--- config.mk ---
export PLATFORM = sky130hd
export DESIGN_NAME = uart_frame_loader_flat
export DESIGN_NICKNAME = d
export VERILOG_FILES = /design/src/rtl/uart_frame_loader_if.sv /design/src/rtl/uart_frame_loader.sv /design/src/flat_wrapper.sv
export SDC_FILE = /design/constraint.sdc
export NUM_CORES = 2
export LEC_CHECK = 0
export CORE_MARGIN = 2
export CORE_UTILIZATION = 60
export DETAILED_ROUTE_END_ITERATION = 6
export HOLD_SLACK_MARGIN = 0.03
export PLACE_DENSITY = 0.82
export SYNTH_ARGS = -nofsm -noshare
export SYNTH_HDL_FRONTEND = slang
export SYNTH_SLANG_ARGS = --single-unit
--- constraint.sdc ---
create_clock -name clk -period 8.5 [get_ports clk]
set_clock_uncertainty 0.05 [all_clocks]
set_input_delay 0.85 -clock clk [delete_from_list [all_inputs] [get_ports clk]]
set_output_delay 0.85 -clock clk [all_outputs]
set_load 0.02 [all_outputs]
--- src/rtl/uart_frame_loader_if.sv ---
// Byte-in / frame-out bundle between the UART receiver, the frame loader and the decoder.
// master = loader side, slave = the UART/decoder environment driving and consuming it.
interface uart_frame_loader_if #(
  parameter int N = 32
);
  logic         rx_data_ready;
  logic [7:0]   rx_data;
  logic         load_ready;
  logic         start;
  logic         H_in_valid;
  logic [N-1:0] H_in_r;
  logic [N-1:0] H_in_i;
  logic         Y_in_valid;
  logic [N-1:0] Y_in_r;
  logic [N-1:0] Y_in_i;
  logic         frame_ok;
  logic         frame_err;
  logic         busy;

  modport master (
    input  rx_data_ready, rx_data, load_ready,
    output start, H_in_valid, H_in_r, H_in_i, Y_in_valid, Y_in_r, Y_in_i,
           frame_ok, frame_err, busy
  );

  modport slave (
    output rx_data_ready, rx_data, load_ready,
    input  start, H_in_valid, H_in_r, H_in_i, Y_in_valid, Y_in_r, Y_in_i,
           frame_ok, frame_err, busy
  );
endinterface

--- src/rtl/uart_frame_loader.sv ---
// Assembles a SYNC-headed, XOR-checksummed UART frame of 16 H and 8 Y complex words,
// then replays it to the decoder as start followed by H/Y valid streams.
//
// state  | meaning
// S_HUNT | discard bytes until SYNC_BYTE
// S_RECV | shift payload bytes into components, accumulate XOR, watch inter-byte timeout
// S_CHK  | one cycle: act on latched checksum comparison
// S_WAIT | hold complete frame until decoder raises load_ready
// S_EMIT | 16 cycles of H words, first 8 also carry Y words
module uart_frame_loader #(
  parameter int         N           = 32,
  parameter logic [7:0] SYNC_BYTE   = 8'hA5,
  parameter int         TIMEOUT_CYC = 208333
) (
  input logic               clk,
  input logic               rst,
  uart_frame_loader_if.master bus
);

  localparam int              BPC      = N / 8;
  localparam int              SW       = (BPC > 1) ? $clog2(BPC) : 1;
  localparam logic [SW-1:0]   SUB_LAST = SW'(BPC - 1);
  localparam logic [5:0]      NCOMP    = 6'd48;
  localparam int              TW       = $clog2(TIMEOUT_CYC + 1);
  localparam logic [TW-1:0]   TMO_LOAD = TW'(TIMEOUT_CYC - 1);

  typedef enum logic [2:0] {S_HUNT, S_RECV, S_CHK, S_WAIT, S_EMIT} state_t;

  state_t        state_q, state_d;
  logic [5:0]    slot_q, slot_d;
  logic [SW-1:0] sub_q, sub_d;
  logic [7:0]    csum_q, csum_d;
  logic [TW-1:0] tmo_q, tmo_d;
  logic [3:0]    emit_q, emit_d;
  logic          match_q, match_d;
  logic [N-9:0]  comp_q, comp_d;
  logic [N-1:0]  h_r_q, h_i_q, y_r_q, y_i_q;

  // Component slots: 2*sample + (0 real, 1 imag); H in 0..31, Y in 32..47
  logic [N-1:0]  buf_q [0:47];
  logic [N-1:0]  comp_full;
  logic          buf_we;
  logic          start_c, err_c, h_valid, y_valid;
  logic [5:0]    h_idx_r, h_idx_i, y_idx_r, y_idx_i;

  assign comp_full = {comp_q, bus.rx_data};
  assign h_idx_r   = {1'b0, emit_q, 1'b0};
  assign h_idx_i   = {1'b0, emit_q, 1'b1};
  assign y_idx_r   = {2'b10, emit_q[2:0], 1'b0};
  assign y_idx_i   = {2'b10, emit_q[2:0], 1'b1};

  always_comb begin
    state_d = state_q;
    slot_d  = slot_q;
    sub_d   = sub_q;
    csum_d  = csum_q;
    tmo_d   = tmo_q;
    emit_d  = emit_q;
    match_d = match_q;
    comp_d  = comp_q;
    buf_we  = 1'b0;
    start_c = 1'b0;
    err_c   = 1'b0;
    h_valid = 1'b0;
    y_valid = 1'b0;
    case (state_q)
      S_HUNT: begin
        if (bus.rx_data_ready && bus.rx_data == SYNC_BYTE) begin
          state_d = S_RECV;
          slot_d  = '0;
          sub_d   = '0;
          csum_d  = '0;
          tmo_d   = TMO_LOAD;
        end
      end
      S_RECV: begin
        if (bus.rx_data_ready) begin
          tmo_d = TMO_LOAD;
          if (slot_q == NCOMP) begin
            match_d = (bus.rx_data == csum_q);
            state_d = S_CHK;
          end else begin
            comp_d = comp_full[N-9:0];
            csum_d = csum_q ^ bus.rx_data;
            if (sub_q == SUB_LAST) begin
              buf_we = 1'b1;
              sub_d  = '0;
              slot_d = slot_q + 6'd1;
            end else begin
              sub_d = sub_q + SW'(1);
            end
          end
        end else if (tmo_q == '0) begin
          err_c   = 1'b1;
          state_d = S_HUNT;
        end else begin
          tmo_d = tmo_q - TW'(1);
        end
      end
      S_CHK: begin
        if (match_q) begin
          state_d = S_WAIT;
        end else begin
          err_c   = 1'b1;
          state_d = S_HUNT;
        end
      end
      S_WAIT: begin
        if (bus.load_ready) begin
          start_c = 1'b1;
          emit_d  = '0;
          state_d = S_EMIT;
        end
      end
      S_EMIT: begin
        h_valid = 1'b1;
        y_valid = ~emit_q[3];
        emit_d  = emit_q + 4'd1;
        if (emit_q == 4'd15) state_d = S_HUNT;
      end
      default: state_d = S_HUNT;
    endcase
  end

  always_ff @(posedge clk) begin
    if (rst) begin
      state_q <= S_HUNT;
      slot_q  <= '0;
      sub_q   <= '0;
      csum_q  <= '0;
      tmo_q   <= '0;
      emit_q  <= '0;
      match_q <= 1'b0;
      comp_q  <= '0;
      h_r_q   <= '0;
      h_i_q   <= '0;
      y_r_q   <= '0;
      y_i_q   <= '0;
    end else begin
      state_q <= state_d;
      slot_q  <= slot_d;
      sub_q   <= sub_d;
      csum_q  <= csum_d;
      tmo_q   <= tmo_d;
      emit_q  <= emit_d;
      match_q <= match_d;
      comp_q  <= comp_d;
      if (h_valid) begin
        h_r_q <= buf_q[h_idx_r];
        h_i_q <= buf_q[h_idx_i];
      end
      if (y_valid) begin
        y_r_q <= buf_q[y_idx_r];
        y_i_q <= buf_q[y_idx_i];
      end
    end
  end

  always_ff @(posedge clk) begin
    if (buf_we) buf_q[slot_q] <= comp_full;
  end

  // Data outputs show the live word while valid, otherwise the last emitted word
  assign bus.H_in_r     = h_valid ? buf_q[h_idx_r] : h_r_q;
  assign bus.H_in_i     = h_valid ? buf_q[h_idx_i] : h_i_q;
  assign bus.Y_in_r     = y_valid ? buf_q[y_idx_r] : y_r_q;
  assign bus.Y_in_i     = y_valid ? buf_q[y_idx_i] : y_i_q;
  assign bus.H_in_valid = h_valid;
  assign bus.Y_in_valid = y_valid;
  assign bus.start      = start_c;
  assign bus.frame_ok   = start_c;
  assign bus.frame_err  = err_c;
  assign bus.busy       = (state_q != S_HUNT);

endmodule

--- src/flat_wrapper.sv ---
// flat-port wrapper written by rule: the top's interface ports become plain ports
module uart_frame_loader_flat 
#(
  parameter int         N           = 32,
  parameter logic [7:0] SYNC_BYTE   = 8'hA5,
  parameter int         TIMEOUT_CYC = 208333
)
  (clk, rst, bus_rx_data_ready, bus_rx_data, bus_load_ready, bus_start, bus_H_in_valid, bus_H_in_r, bus_H_in_i, bus_Y_in_valid, bus_Y_in_r, bus_Y_in_i, bus_frame_ok, bus_frame_err, bus_busy);
  uart_frame_loader_if #(.N(N)) bus_i ();
  input logic clk;
  input logic rst;
  input wire logic [$bits(bus_i.rx_data_ready)-1:0] bus_rx_data_ready;
  input wire logic [$bits(bus_i.rx_data)-1:0] bus_rx_data;
  input wire logic [$bits(bus_i.load_ready)-1:0] bus_load_ready;
  output wire logic [$bits(bus_i.start)-1:0] bus_start;
  output wire logic [$bits(bus_i.H_in_valid)-1:0] bus_H_in_valid;
  output wire logic [$bits(bus_i.H_in_r)-1:0] bus_H_in_r;
  output wire logic [$bits(bus_i.H_in_i)-1:0] bus_H_in_i;
  output wire logic [$bits(bus_i.Y_in_valid)-1:0] bus_Y_in_valid;
  output wire logic [$bits(bus_i.Y_in_r)-1:0] bus_Y_in_r;
  output wire logic [$bits(bus_i.Y_in_i)-1:0] bus_Y_in_i;
  output wire logic [$bits(bus_i.frame_ok)-1:0] bus_frame_ok;
  output wire logic [$bits(bus_i.frame_err)-1:0] bus_frame_err;
  output wire logic [$bits(bus_i.busy)-1:0] bus_busy;
  assign bus_i.rx_data_ready = bus_rx_data_ready;
  assign bus_i.rx_data = bus_rx_data;
  assign bus_i.load_ready = bus_load_ready;
  assign bus_start = bus_i.start;
  assign bus_H_in_valid = bus_i.H_in_valid;
  assign bus_H_in_r = bus_i.H_in_r;
  assign bus_H_in_i = bus_i.H_in_i;
  assign bus_Y_in_valid = bus_i.Y_in_valid;
  assign bus_Y_in_r = bus_i.Y_in_r;
  assign bus_Y_in_i = bus_i.Y_in_i;
  assign bus_frame_ok = bus_i.frame_ok;
  assign bus_frame_err = bus_i.frame_err;
  assign bus_busy = bus_i.busy;
  uart_frame_loader #(.N(N), .SYNC_BYTE(SYNC_BYTE), .TIMEOUT_CYC(TIMEOUT_CYC)) u_core (.clk(clk), .rst(rst), .bus(bus_i));
endmodule
==> results.md <==
* Status: complete, no violations
* Largest net degree at the start of global routing at between 150 and 200
* Core area at 109000 um2
* Critical path's largest stage delay at a little over 1000 ps
* Area occupied by multi-input gates at 15600 um2
* CP endpoint kind: output pin
* Syn nets at approximately 3400
* Vias in the first global route at approximately 35000
* Leakage at 0.0221 uW
* Setup ws final at between 3000 and 4000 ps
* Antenna Nets Post-Route at 0
* PwrDens at 221 nW/um2
* PortBufs at 145
* Via/cell ratio at approximately 6.7
* Area contributors post-synth: edfxtp_1 70%, mux4_2 13%, dfxtp_1 6.0%
* Initial antenna violation count at 3
* Initial core utilization at 0.606
* Post-layout instance area at 74700 um2
* Syn Inst Count at around 3400
* Sink Count at 1734
* Final Cycle Share at 0.639
* Post-synthesis sequential area ratio at 0.758
* Crit path launch type: register
* Cell area after synthesis at between 60000 and 70000 um2
* Area Overhead vs Synth at 13.0%
* Clock Path Buffers at 3
* Post-CTS Hold Buffers at 0
* Slew headroom at 0.0763
* Later-pin clock latency in the skew report at between 700 and 800 ps
* GR Overflow Total at 0
* Htree depth at 4
* Primary FF master, synth: edfxtp_1
* CP required at ~7600 ps
* Fin cells at around 5000
* Seq cells post-synth at approximately 1700
* Global-route wire length before repair at 235000 um
* Yosys cell types at 57
* Post-CTS sizing at 0
* CTS tree: done
* Inserted Diodes at 0
* Leading area contributor after synthesis: edfxtp_1
* Row count at ~120
* Asr flop ratio synth at 0
* Max Freq at approximately 0.18 GHz
* Clock Tree Root: clkbuf_16
* RSZ-0062 raised after global routing: no
* Worst slew pin tran at roughly 1400 ps
* Die area at 113000 um2
* DR WL/cell at between 30 and 40 um
* Crit-path cells: buf_12 > mux4_2 > mux2_2 > nand2_1 > nand3_1 > clkdlybuf4s50_1
* DRC marker count from the first detailed-route iteration at 5001
* Placed Cells at between 4000 and 5000
* Final Hold Viols at 0
* TritonCTS Buffers at approximately 160
* Pre-Repair DR Iteration Count at 6
* Mapped Avg Cell Area at just under 20 um2
* Postcts setup bufs at 0
* Nets at roughly 3600
* Storage element area at 50100 um2
* YS warnings at 0
* DR DRC count at 0
* I/O pin cnt at between 100 and 150
* GRT Util Overall at 0.290
* Post-synth EDFFs at around 1500
* Share of layout cells above drive strength 1 at 0.241
* Detailed placement HPWL at between 80000 and 90000 um
* Critical path class: reg -> out
* Final estimated routing congestion in global placement at between 0.7 and 0.8
* Placed cell areas at 69500 um2
* Fin. max-slew vios at 0
* Chip Width at about 340 um
* CTS clk-pin slew, worst paths at 60 ps
* Vias at between 30000 and 40000
* Worst Path Arrival at ~4500 ps
* Pre-CTS setup slack at between 3000 and 4000 ps
* Synth top area share at 0.698
* Die height at approximately 340 um
* Final setup viols at 0
* Maxcap violations at 0
* CP max FO at around 160
* WL final at about 160000 um
* Maximum vdd drop at 0.000183 V
* Setup TNS at 0 ps
* Fill cell count at 6294
* Fin crit period at around 5400 ps
* Slowest CP cell: dfxtp_4
* R2R Setup Slk at around 3800 ps
* Hold crit path type: reg -> reg
[per-stage QoR]
stage                util  hold slack, ps  total power (uW)
floorplan               -             386              9510
global route        0.685             431             16900
global placement    0.637             395              9600
detailed placement  0.637             408              9610
finish              0.685             413             16500
CTS                 0.685             416             16600
[critical path, delay by kind of cell, from the launching register on]
family / cells / cell delay, ps
flops: 1 / 1020
mux: 2 / 730
buf+inv: 2 / 1190
simple gates: 2 / 360
[per-layer routing]
metal  wire length, um  GRT usage
met3             17600     0.0584
met2             79900      0.470
met1             56700      0.389
met4              7070      0.127
met5                21          0
[cell families (layout without fill, tap and decap cells)]
group | Yosys count | count (layout) | share of synthesized area
xor gates and xnor gates | 15 | 15 | 0.00199
adders and majority gates | 6 | 6 | 0.00114
DFF | 1734 | 1734 | 0.758
AOI/OAI and AO/OA | 296 | 296 | 0.0276
buffers and inverters | 200 | 521 | 0.0121
and+or+nand+nor | 550 | 550 | 0.0362
muxes | 580 | 580 | 0.163
[synthesized netlist by cell type, drive strengths merged, types with 3 or more instances]
| library cell | number |
|---|---|
| edfxtp | 1536 |
| mux4 | 384 |
| nand2 | 257 |
| dfxtp | 198 |
| nor2 | 145 |
| mux2 | 128 |
| clkbuf | 126 |
| a21oi | 121 |
| nand3 | 76 |
| a211oi | 71 |
| mux2i | 68 |
| a31oi | 67 |
| buf | 62 |
| o21ai | 18 |
| nor3 | 17 |
| xnor2 | 15 |
| inv | 12 |
| or3 | 10 |
| nand4 | 7 |
| or4 | 7 |
| ha | 6 |
| nand2b | 5 |
| nand3b | 4 |
| and3 | 3 |
| nor2b | 3 |
| o31ai | 3 |
[registers in the layout, summed over array words and instances (netlist names), named ones only]
register,cells
u_core.emit_q,4
u_core.y_i_q,32
u_core.state_q,3
u_core.comp_q,24
u_core.match_q,1
u_core.h_r_q,32
u_core.buf_q,1536
u_core.y_r_q,32
u_core.csum_q,8
u_core.tmo_q,18
u_core.h_i_q,32
u_core.slot_q,6
u_core.sub_q,2
[placed cells by master, fill, tap and decap left out, types with 4 or more instances in the layout]
master and instances:
nand3_1 76, bufinv_16 8, mux2_2 128, buf_4 58, nor2_4 50, buf_12 6, o21ai_0 18, nand3b_1 4
clkdlybuf4s50_1 136, a211oi_1 69, nor2_1 95, mux2i_1 68, clkbuf_16 167, dfxtp_4 4, inv_6 5, dfxtp_1 176
nor3_1 15, or3_1 10, nand2_1 256, inv_1 12, a31oi_1 67, ha_1 6, mux4_2 384, clkbuf_8 6
clkinv_2 24, clkinv_1 31, buf_2 8, nand2b_1 5, xnor2_1 15, edfxtp_1 1536, dfxtp_2 18, a21oi_1 120
nand4_1 7, or4_1 5, clkbuf_1 48
[cell type report]
class / count / area share
clock buffers: 221 / 0.0595
inverters: 12 / 0.000603
multi-input cells: 1447 / 0.209
well taps: 1414 / 0.0237
clock inverters: 79 / 0.00972
repair buffers: 209 / 0.0264
flip-flops and latches: 1734 / 0.671
[power breakdown]
part	internal, uW	switching [uW]	total (uW)
registers	9190	31.3	9220
logic	59.2	154	213
clock network	3940	3160	7100
total	13200	3350	16500
[worst paths after layout]
check,start,endpoint,cells past startpoint
setup / recovery,register,bus_H_in_r[27],6
hold / removal,u_core.sub_q[1],u_core.sub_q[1],2
setup reg to reg,u_core.state_q[0],u_core.buf_q[25][8],5
hold reg to reg,u_core.sub_q[1],u_core.sub_q[1],2
No activity file was read; power rests on OpenSTA's default activity.
